<file path="src/rtl/serial_add_ctrl_pkg.sv">
// -----------------------------------------------------------------------------
// serial_add_ctrl_pkg
//   Shared definitions for the bit-serial add/subtract sequencer:
//   FSM state encodings and the default datapath width.
// -----------------------------------------------------------------------------
package serial_add_ctrl_pkg;

   localparam int SA_DATA_W = 32;

   localparam logic [1:0] SA_IDLE = 2'b00;
   localparam logic [1:0] SA_RUN  = 2'b01;
   localparam logic [1:0] SA_DONE = 2'b10;

endpackage

</file>
<file path="src/rtl/serial_add_shreg.sv">
// -----------------------------------------------------------------------------
// serial_add_shreg
//   WIDTH-bit right-shift register with parallel load.
//   Ports:
//     clk_i       clock, rising edge
//     rst_i       synchronous active-high reset (clears to 0)
//     load_i      parallel load of load_val_i (wins over shift)
//     shift_i     shift right by one, shift_in_i enters at the MSB
//     load_val_i  parallel load value
//     shift_in_i  serial input bit
//     q_o         register contents
// -----------------------------------------------------------------------------
module serial_add_shreg #(
   parameter int WIDTH = 32
) (
   input  logic             clk_i,
   input  logic             rst_i,
   input  logic             load_i,
   input  logic             shift_i,
   input  logic [WIDTH-1:0] load_val_i,
   input  logic             shift_in_i,
   output logic [WIDTH-1:0] q_o
);

   logic [WIDTH-1:0] sh_q, sh_d;

   always_comb begin
      sh_d = sh_q;
      if (load_i)       sh_d = load_val_i;
      else if (shift_i) sh_d = {shift_in_i, sh_q[WIDTH-1:1]};
   end

   always_ff @(posedge clk_i) begin
      if (rst_i) sh_q <= '0;
      else       sh_q <= sh_d;
   end

   assign q_o = sh_q;

endmodule

</file>
<file path="src/rtl/serial_add_ctrl.sv">
// -----------------------------------------------------------------------------
// serial_add_ctrl
//   Bit-serial add/subtract sequencer. Time-shares one external combinational
//   FULL_ADDER over WIDTH cycles, LSB first, and returns S/CO/OVF with a
//   one-cycle DONE pulse.
//   Ports:
//     CLK, RST         clock / synchronous active-high reset
//     START            request, accepted in IDLE or DONE only
//     SUB              0: A+B, 1: A-B (sampled with START)
//     A, B             operands (sampled with START)
//     FA_S, FA_CO      sum / carry back from the shared FULL_ADDER
//     FA_A, FA_B, FA_CI  bit pair and carry driven to the FULL_ADDER
//     BUSY             high while in RUN
//     DONE             one-cycle result-valid pulse
//     S, CO, OVF       result, final carry (SUB: 1 = no borrow), signed overflow
// -----------------------------------------------------------------------------
module serial_add_ctrl
   import serial_add_ctrl_pkg::*;
#(
   parameter int WIDTH = SA_DATA_W,
   parameter int CNT_W = 6
) (
   input  logic             CLK,
   input  logic             RST,
   input  logic             START,
   input  logic             SUB,
   input  logic [WIDTH-1:0] A,
   input  logic [WIDTH-1:0] B,
   input  logic             FA_S,
   input  logic             FA_CO,
   output logic             FA_A,
   output logic             FA_B,
   output logic             FA_CI,
   output logic             BUSY,
   output logic             DONE,
   output logic [WIDTH-1:0] S,
   output logic             CO,
   output logic             OVF
);

   logic [1:0]       state_q, state_d;
   logic [CNT_W-1:0] cnt_q, cnt_d;
   logic             carry_q, carry_d;
   logic [WIDTH-1:0] s_q, s_d;
   logic             co_q, co_d;
   logic             ovf_q, ovf_d;

   logic [WIDTH-1:0] a_sh, b_sh, r_sh;
   logic             running, last, accept, step;

   assign running = (state_q == SA_RUN);
   assign last    = (cnt_q == CNT_W'(WIDTH - 1));
   // START is only honoured outside RUN; a request mid-operation is dropped.
   assign accept  = START && ((state_q == SA_IDLE) || (state_q == SA_DONE));
   // No shift on the final bit: the last sum bit goes straight into S.
   assign step    = running && !last;

   // Subtraction is A + ~B + 1: invert B at load and seed the carry with SUB.
   serial_add_shreg #(.WIDTH(WIDTH)) u_a_sh (
      .clk_i(CLK), .rst_i(RST), .load_i(accept), .shift_i(step),
      .load_val_i(A), .shift_in_i(1'b0), .q_o(a_sh)
   );

   serial_add_shreg #(.WIDTH(WIDTH)) u_b_sh (
      .clk_i(CLK), .rst_i(RST), .load_i(accept), .shift_i(step),
      .load_val_i(SUB ? ~B : B), .shift_in_i(1'b0), .q_o(b_sh)
   );

   // Sum bits enter at the MSB so after WIDTH-1 shifts bit i sits at r_sh[i+1].
   serial_add_shreg #(.WIDTH(WIDTH)) u_r_sh (
      .clk_i(CLK), .rst_i(RST), .load_i(accept), .shift_i(step),
      .load_val_i('0), .shift_in_i(FA_S), .q_o(r_sh)
   );

   // Only the serial ends of the shifters are consumed.
   logic unused_bits;
   assign unused_bits = ^{r_sh[0], a_sh[WIDTH-1:1], b_sh[WIDTH-1:1]};

   always_comb begin
      state_d = state_q;
      cnt_d   = cnt_q;
      carry_d = carry_q;
      s_d     = s_q;
      co_d    = co_q;
      ovf_d   = ovf_q;
      case (state_q)
         SA_IDLE, SA_DONE: begin
            if (START) begin
               state_d = SA_RUN;
               cnt_d   = '0;
               carry_d = SUB;
            end else begin
               state_d = SA_IDLE;
            end
         end
         SA_RUN: begin
            if (last) begin
               state_d = SA_DONE;
               s_d     = {FA_S, r_sh[WIDTH-1:1]};
               co_d    = FA_CO;
               // carry_q is the carry into the MSB on this final bit.
               ovf_d   = carry_q ^ FA_CO;
            end else begin
               carry_d = FA_CO;
               cnt_d   = cnt_q + 1'b1;
            end
         end
         default: state_d = SA_IDLE;
      endcase
   end

   always_ff @(posedge CLK) begin
      if (RST) begin
         state_q <= SA_IDLE;
         cnt_q   <= '0;
         carry_q <= 1'b0;
         s_q     <= '0;
         co_q    <= 1'b0;
         ovf_q   <= 1'b0;
      end else begin
         state_q <= state_d;
         cnt_q   <= cnt_d;
         carry_q <= carry_d;
         s_q     <= s_d;
         co_q    <= co_d;
         ovf_q   <= ovf_d;
      end
   end

   assign FA_A  = running & a_sh[0];
   assign FA_B  = running & b_sh[0];
   assign FA_CI = running & carry_q;
   assign BUSY  = running;
   assign DONE  = (state_q == SA_DONE);
   assign S     = s_q;
   assign CO    = co_q;
   assign OVF   = ovf_q;

endmodule
</file>
<file path="config.mk">
export PLATFORM = sky130hd
export DESIGN_NAME = serial_add_ctrl
export DESIGN_NICKNAME = d
export VERILOG_FILES = /design/src/rtl/serial_add_ctrl_pkg.sv /design/src/rtl/serial_add_shreg.sv /design/src/rtl/serial_add_ctrl.sv
export SDC_FILE = /design/constraint.sdc
export NUM_CORES = 1
export LEC_CHECK = 0
export BUFFER_PORTS_ARGS = -buffer_cell sky130_fd_sc_hd__buf_2
export CAP_MARGIN = 40
export CORE_UTILIZATION = 55
export CTS_BUF_LIST = sky130_fd_sc_hd__clkbuf_16
export DETAILED_ROUTE_END_ITERATION = 8
export GPL_TIMING_DRIVEN = 1
export PLACE_DENSITY = 0.76
export SLEW_MARGIN = 40
export SYNTH_ARGS = -nofsm -noshare
export SYNTH_HDL_FRONTEND = slang
export SYNTH_SLANG_ARGS = --single-unit
</file>
<file path="constraint.sdc">
create_clock -name CLK -period 1.9 [get_ports CLK]
set_input_delay 0.19 -clock CLK [delete_from_list [all_inputs] [get_ports CLK]]
set_output_delay 0.19 -clock CLK [all_outputs]
set_load 0.02 [all_outputs]
</file>
==> metrics.txt <==
# TYPE chip_impl_metric gauge
chip_impl_metric{name="max-vdd-ir-drop",unit="mV"} 0.5485
chip_impl_metric{name="post_drt_via_cell_ratio",unit=""} 5.400
chip_impl_metric{name="timing.final.max_slew_violations",unit=""} 0
chip_impl_metric{name="cts_hold_buf",unit=""} 0
chip_impl_metric{name="fmaxAchievable",unit="MHz"} 566.7
chip_impl_metric{name="power.density",unit="nW/um^2"} 1011
chip_impl_info{name="critical_path.endpoint_type",value="flip-flop"} 1
chip_impl_metric{name="cts-buffers-inserted",unit=""} 17
chip_impl_metric{name="ys_seq_elements",unit=""} 138
chip_impl_metric{name="initial_core_util",unit="%"} 57.53
chip_impl_metric{name="floorplan.rows",unit=""} 36
chip_impl_metric{name="final_design_area_no_fill",unit="um^2"} 6973
chip_impl_metric{name="clkSinkCount",unit=""} 138
chip_impl_metric{name="drt_first_iter_violations",unit=""} 193
chip_impl_metric{name="core_area",unit="um^2"} 9955
chip_impl_metric{name="drc_errors",unit=""} 0
chip_impl_metric{name="met2RoutedLength",unit="um"} 6073
chip_impl_metric{name="post_layout_cell_count",unit=""} 882
chip_impl_metric{name="synth_edf_count",unit=""} 0
chip_impl_metric{name="report.final.setup_viol",unit=""} 0
chip_impl_metric{name="drt-met1-wl",unit="um"} 5092
chip_impl_info{name="outcome",value="finished clean"} 1
chip_impl_metric{name="synthesis.instances",unit=""} 642
chip_impl_metric{name="setup_tns",unit="ns"} 0
chip_impl_metric{name="cp.buffers_inverters",unit=""} 1
chip_impl_metric{name="yosysWarnings",unit=""} 0
chip_impl_metric{name="wl_met3",unit="um"} 513
chip_impl_metric{name="proportion_of_power_drawn_by_combinational_gates",unit="%"} 10.0
chip_impl_metric{name="synth-async-reset-ratio",unit="%"} 0
chip_impl_metric{name="insertedDiodeCount",unit=""} 0
chip_impl_info{name="cpMaxStageDelayCell",value="sky130_fd_sc_hd__dfxtp_1"} 1
chip_impl_metric{name="timing_worst_slew_pin_value",unit="ns"} 0.3485
chip_impl_metric{name="power.internal",unit="uW"} 5309
chip_impl_metric{name="switching_share",unit="%"} 24.66
chip_impl_info{name="ys_dominant_reg_cell",value="sky130_fd_sc_hd__dfxtp_1"} 1
chip_impl_info{name="cts.root.buffer_cell",value="sky130_fd_sc_hd__clkbuf_16"} 1
chip_impl_metric{name="timing.critical_path.slowest_cell_delay",unit="ns"} 0.37
chip_impl_metric{name="quantity_of_i_o_buffers_inserted_on_ports",unit=""} 108
chip_impl_metric{name="synth.cell_area",unit="um^2"} 5727
chip_impl_metric{name="avgSynthCellArea",unit="um^2"} 8.920
chip_impl_metric{name="initial_antenna_violation_count",unit=""} 0
chip_impl_metric{name="power.static_leakage",unit="uW"} 0.002682
chip_impl_metric{name="crit_fanout",unit=""} 24
chip_impl_metric{name="grt_first_pass_wirelength",unit="um"} 20420
chip_impl_info{name="unrepaired_setup_endpoints_after_global_routing",value="no"} 1
chip_impl_metric{name="clock_insertion_delay_worst_skew",unit="ns"} 0.40
chip_impl_metric{name="gr-usage-all-layers",unit="%"} 23.01
chip_impl_metric{name="cts_setup_buffers",unit=""} 0
chip_impl_metric{name="n_fill_cell",unit=""} 788
chip_impl_metric{name="finalCriticalPeriod",unit="ns"} 1.765
chip_impl_metric{name="cts.reportedPaths.clkPinSlew",unit="ns"} 0.06
chip_impl_metric{name="die_height",unit="um"} 104.0
chip_impl_metric{name="fraction_of_layout_instances_using_a_drive_strength_above_1",unit="%"} 23.10
chip_impl_metric{name="postRouteAntennaNets",unit=""} 0
chip_impl_metric{name="worstPathRequired",unit="ns"} 2.21
chip_impl_info{name="startpoint_type_of_the_worst_setup_path",value="flip-flop"} 1
chip_impl_metric{name="cp.arrival",unit="ns"} 2.07
chip_impl_metric{name="finalClockSkew",unit="ns"} 0.008263
chip_impl_metric{name="final_report_hold_violation_count",unit=""} 0
chip_impl_metric{name="final_min_period_over_clock_period",unit="%"} 92.87
chip_impl_metric{name="hpwl",unit="um"} 7946
chip_impl_info{name="kind_of_cell_adding_the_most_delay_to_the_critical_path",value="compound AO/OA/AOI/OAI gates"} 1
chip_impl_metric{name="power.net_switching",unit="uW"} 1738
chip_impl_metric{name="design.final.nets",unit=""} 807
chip_impl_metric{name="synth_nets",unit=""} 713
chip_impl_metric{name="timing.max_cap.violations",unit=""} 0
chip_impl_metric{name="pwr-share-clk",unit="%"} 46.0
chip_impl_info{name="timing.setup.critical_path_class",value="reg2reg"} 1
chip_impl_metric{name="gp_congestion",unit=""} 0.7185
chip_impl_info{name="tritoncts",value="yes"} 1
chip_impl_info{name="hold_path_class",value="in2reg"} 1
chip_impl_metric{name="num_io_pins",unit=""} 109
chip_impl_metric{name="synthDistinctLibCells",unit=""} 38
chip_impl_metric{name="synth-seq-area-share",unit="%"} 48.24
chip_impl_metric{name="die-area",unit="um^2"} 10820
chip_impl_metric{name="die-width",unit="um"} 104.0
chip_impl_metric{name="relSlewSlack",unit="%"} 76.74
chip_impl_metric{name="wl_per_cell",unit="um"} 13.45
chip_impl_metric{name="grt_pass1_vias",unit=""} 4578
chip_impl_info{name="layout_commonest_cell",value="sky130_fd_sc_hd__nand2_1"} 1
chip_impl_metric{name="route.vias.total",unit=""} 4763
chip_impl_metric{name="htree_num_levels",unit=""} 4
chip_impl_metric{name="postCtsResizedCells",unit=""} 0
chip_impl_metric{name="share_seq_of_total_power",unit="%"} 44.0
chip_impl_metric{name="global_route.overflow_total",unit=""} 0
chip_impl_metric{name="post_dp_cell_area",unit="um^2"} 6377
chip_impl_metric{name="area_growth_syn_to_layout",unit="%"} 21.76
chip_impl_metric{name="wl",unit="um"} 11870
chip_impl_metric{name="placedCellCount",unit=""} 849
chip_impl_metric{name="cts.path.max_buffers",unit=""} 2
chip_impl_metric{name="largest_net_degree_at_the_start_of_global_routing",unit=""} 53
chip_impl_metric{name="detailedRoute.firstPassIterationCount",unit=""} 5
chip_impl_info{name="highest_layer",value="met4"} 1
chip_impl_info{name="most-common-layout-cells",value="145 x sky130_fd_sc_hd__nand2_1, 138 x sky130_fd_sc_hd__dfxtp_1, 108 x sky130_fd_sc_hd__buf_2"} 1
chip_impl_info{name="critical_path.cell_chain",value="ha_1 -> nand4_1 -> o21ai_4 -> buf_12 -> nand2_1 -> a311oi_2"} 1
-- tightest hold or removal path, delay by kind of cell --
family / cells / cell delay, ns
AND/OR/NAND/NOR: 1 / 0.05
AO/OA/AOI/OAI: 1 / 0.05
buffers and inverters: 1 / 0.11
-- stage by stage --
stage	power, uW	worst slack [ns]	utilization, %	hold WS, ns
after floorplan	3658	0.2679	-	0.3260
after global placement	3834	0.2873	64.06	0.4403
after detailed placement	3862	0.1579	64.06	0.4441
after CTS	7091	0.1382	69.97	0.03392
after global routing	7317	0.009839	70.05	0.05540
final	7047	0.1354	70.05	0.04810
-- path summary, 6_finish.rpt --
check	slack (ns)	end	from	depth (start not counted)
worst max-delay path	0.14	u_a_sh.q_o[30]	cnt_q[0]	6
worst min-delay path	0.05	u_a_sh.q_o[31]	A[31]	3
worst max register to register	0.14	u_a_sh.q_o[30]	cnt_q[0]	6
worst min register to register	0.45	S[19]	S[19]	2
-- Yosys cell counts, drive strengths merged (2+ instances only) --
| cell type | n | area, um^2 |
|---|---|---|
| a21oi | 74 | 370.4 |
| nand2b | 6 | 45.04 |
| clkbuf | 21 | 78.83 |
| nor2 | 39 | 146.4 |
| dfxtp | 138 | 2763 |
| nand3 | 11 | 55.05 |
| xnor2 | 26 | 227.7 |
| o221a | 2 | 22.52 |
| and2 | 3 | 18.77 |
| nor3 | 2 | 10.01 |
| xor2 | 7 | 61.31 |
| o21ai | 4 | 20.01 |
| a211oi | 33 | 247.7 |
| mux2i | 54 | 540.5 |
| buf | 33 | 239.0 |
| a31oi | 4 | 25.02 |
| a311oi | 4 | 60.06 |
| nand2 | 146 | 550.5 |
| o22ai | 23 | 143.9 |
-- registers in the layout, indices dropped and copies added (netlist names) --
signal / flops
u_r_sh.q_o: 31
CO: 1
u_a_sh.q_o: 32
S: 32
u_b_sh.q_o: 32
carry_q: 1
state_q: 2
cnt_q: 6
OVF: 1
-- area by class of cell --
cell class | count | area [um^2] | area share [%]
Multi-Input combinational cell | 448 | 2658 | 38.11
Sequential cell | 138 | 2763 | 39.62
Inverter | 2 | 12.51 | 0.1794
Clock inverter | 15 | 162.7 | 2.333
Timing Repair Buffer | 129 | 785.8 | 11.27
Clock buffer | 17 | 425.4 | 6.101
Tap cell | 133 | 166.4 | 2.387
-- power groups by stage --
stage | Sequential [uW] | Combinational, uW | Clock [uW]
finish | 3100 | 707 | 3240
detailed placement | 3160 | 702 | 0
global route | 3110 | 773 | 3430
CTS | 3100 | 707 | 3280
global placement | 3160 | 678 | 0
floorplan | 3140 | 519 | 0
-- cells by family (layout without fill, tap and decap cells) --
| family | after synthesis | count (layout) | synth area share [%] |
|---|---|---|---|
| and+or+nand+nor | 215 | 215 | 15.62 |
| AOI/OAI and AO/OA | 145 | 145 | 15.67 |
| DFF | 138 | 138 | 48.24 |
| buffers and inverters | 56 | 163 | 5.768 |
| muxes | 54 | 54 | 9.439 |
| xor gates and xnor gates | 33 | 33 | 5.047 |
| adders and majority gates | 1 | 1 | 0.2184 |
-- routing by layer --
| metal | track usage [%] | vias up |
|---|---|---|
| met2 | 40.62 | 139 |
| met5 | 0 | - |
| met4 | 9.490 | 0 |
| met3 | 4.449 | 18 |
| met1 | 27.27 | 2215 |
| li1 | - | 2391 |
Note: power is estimated with default switching activity, not from simulation.
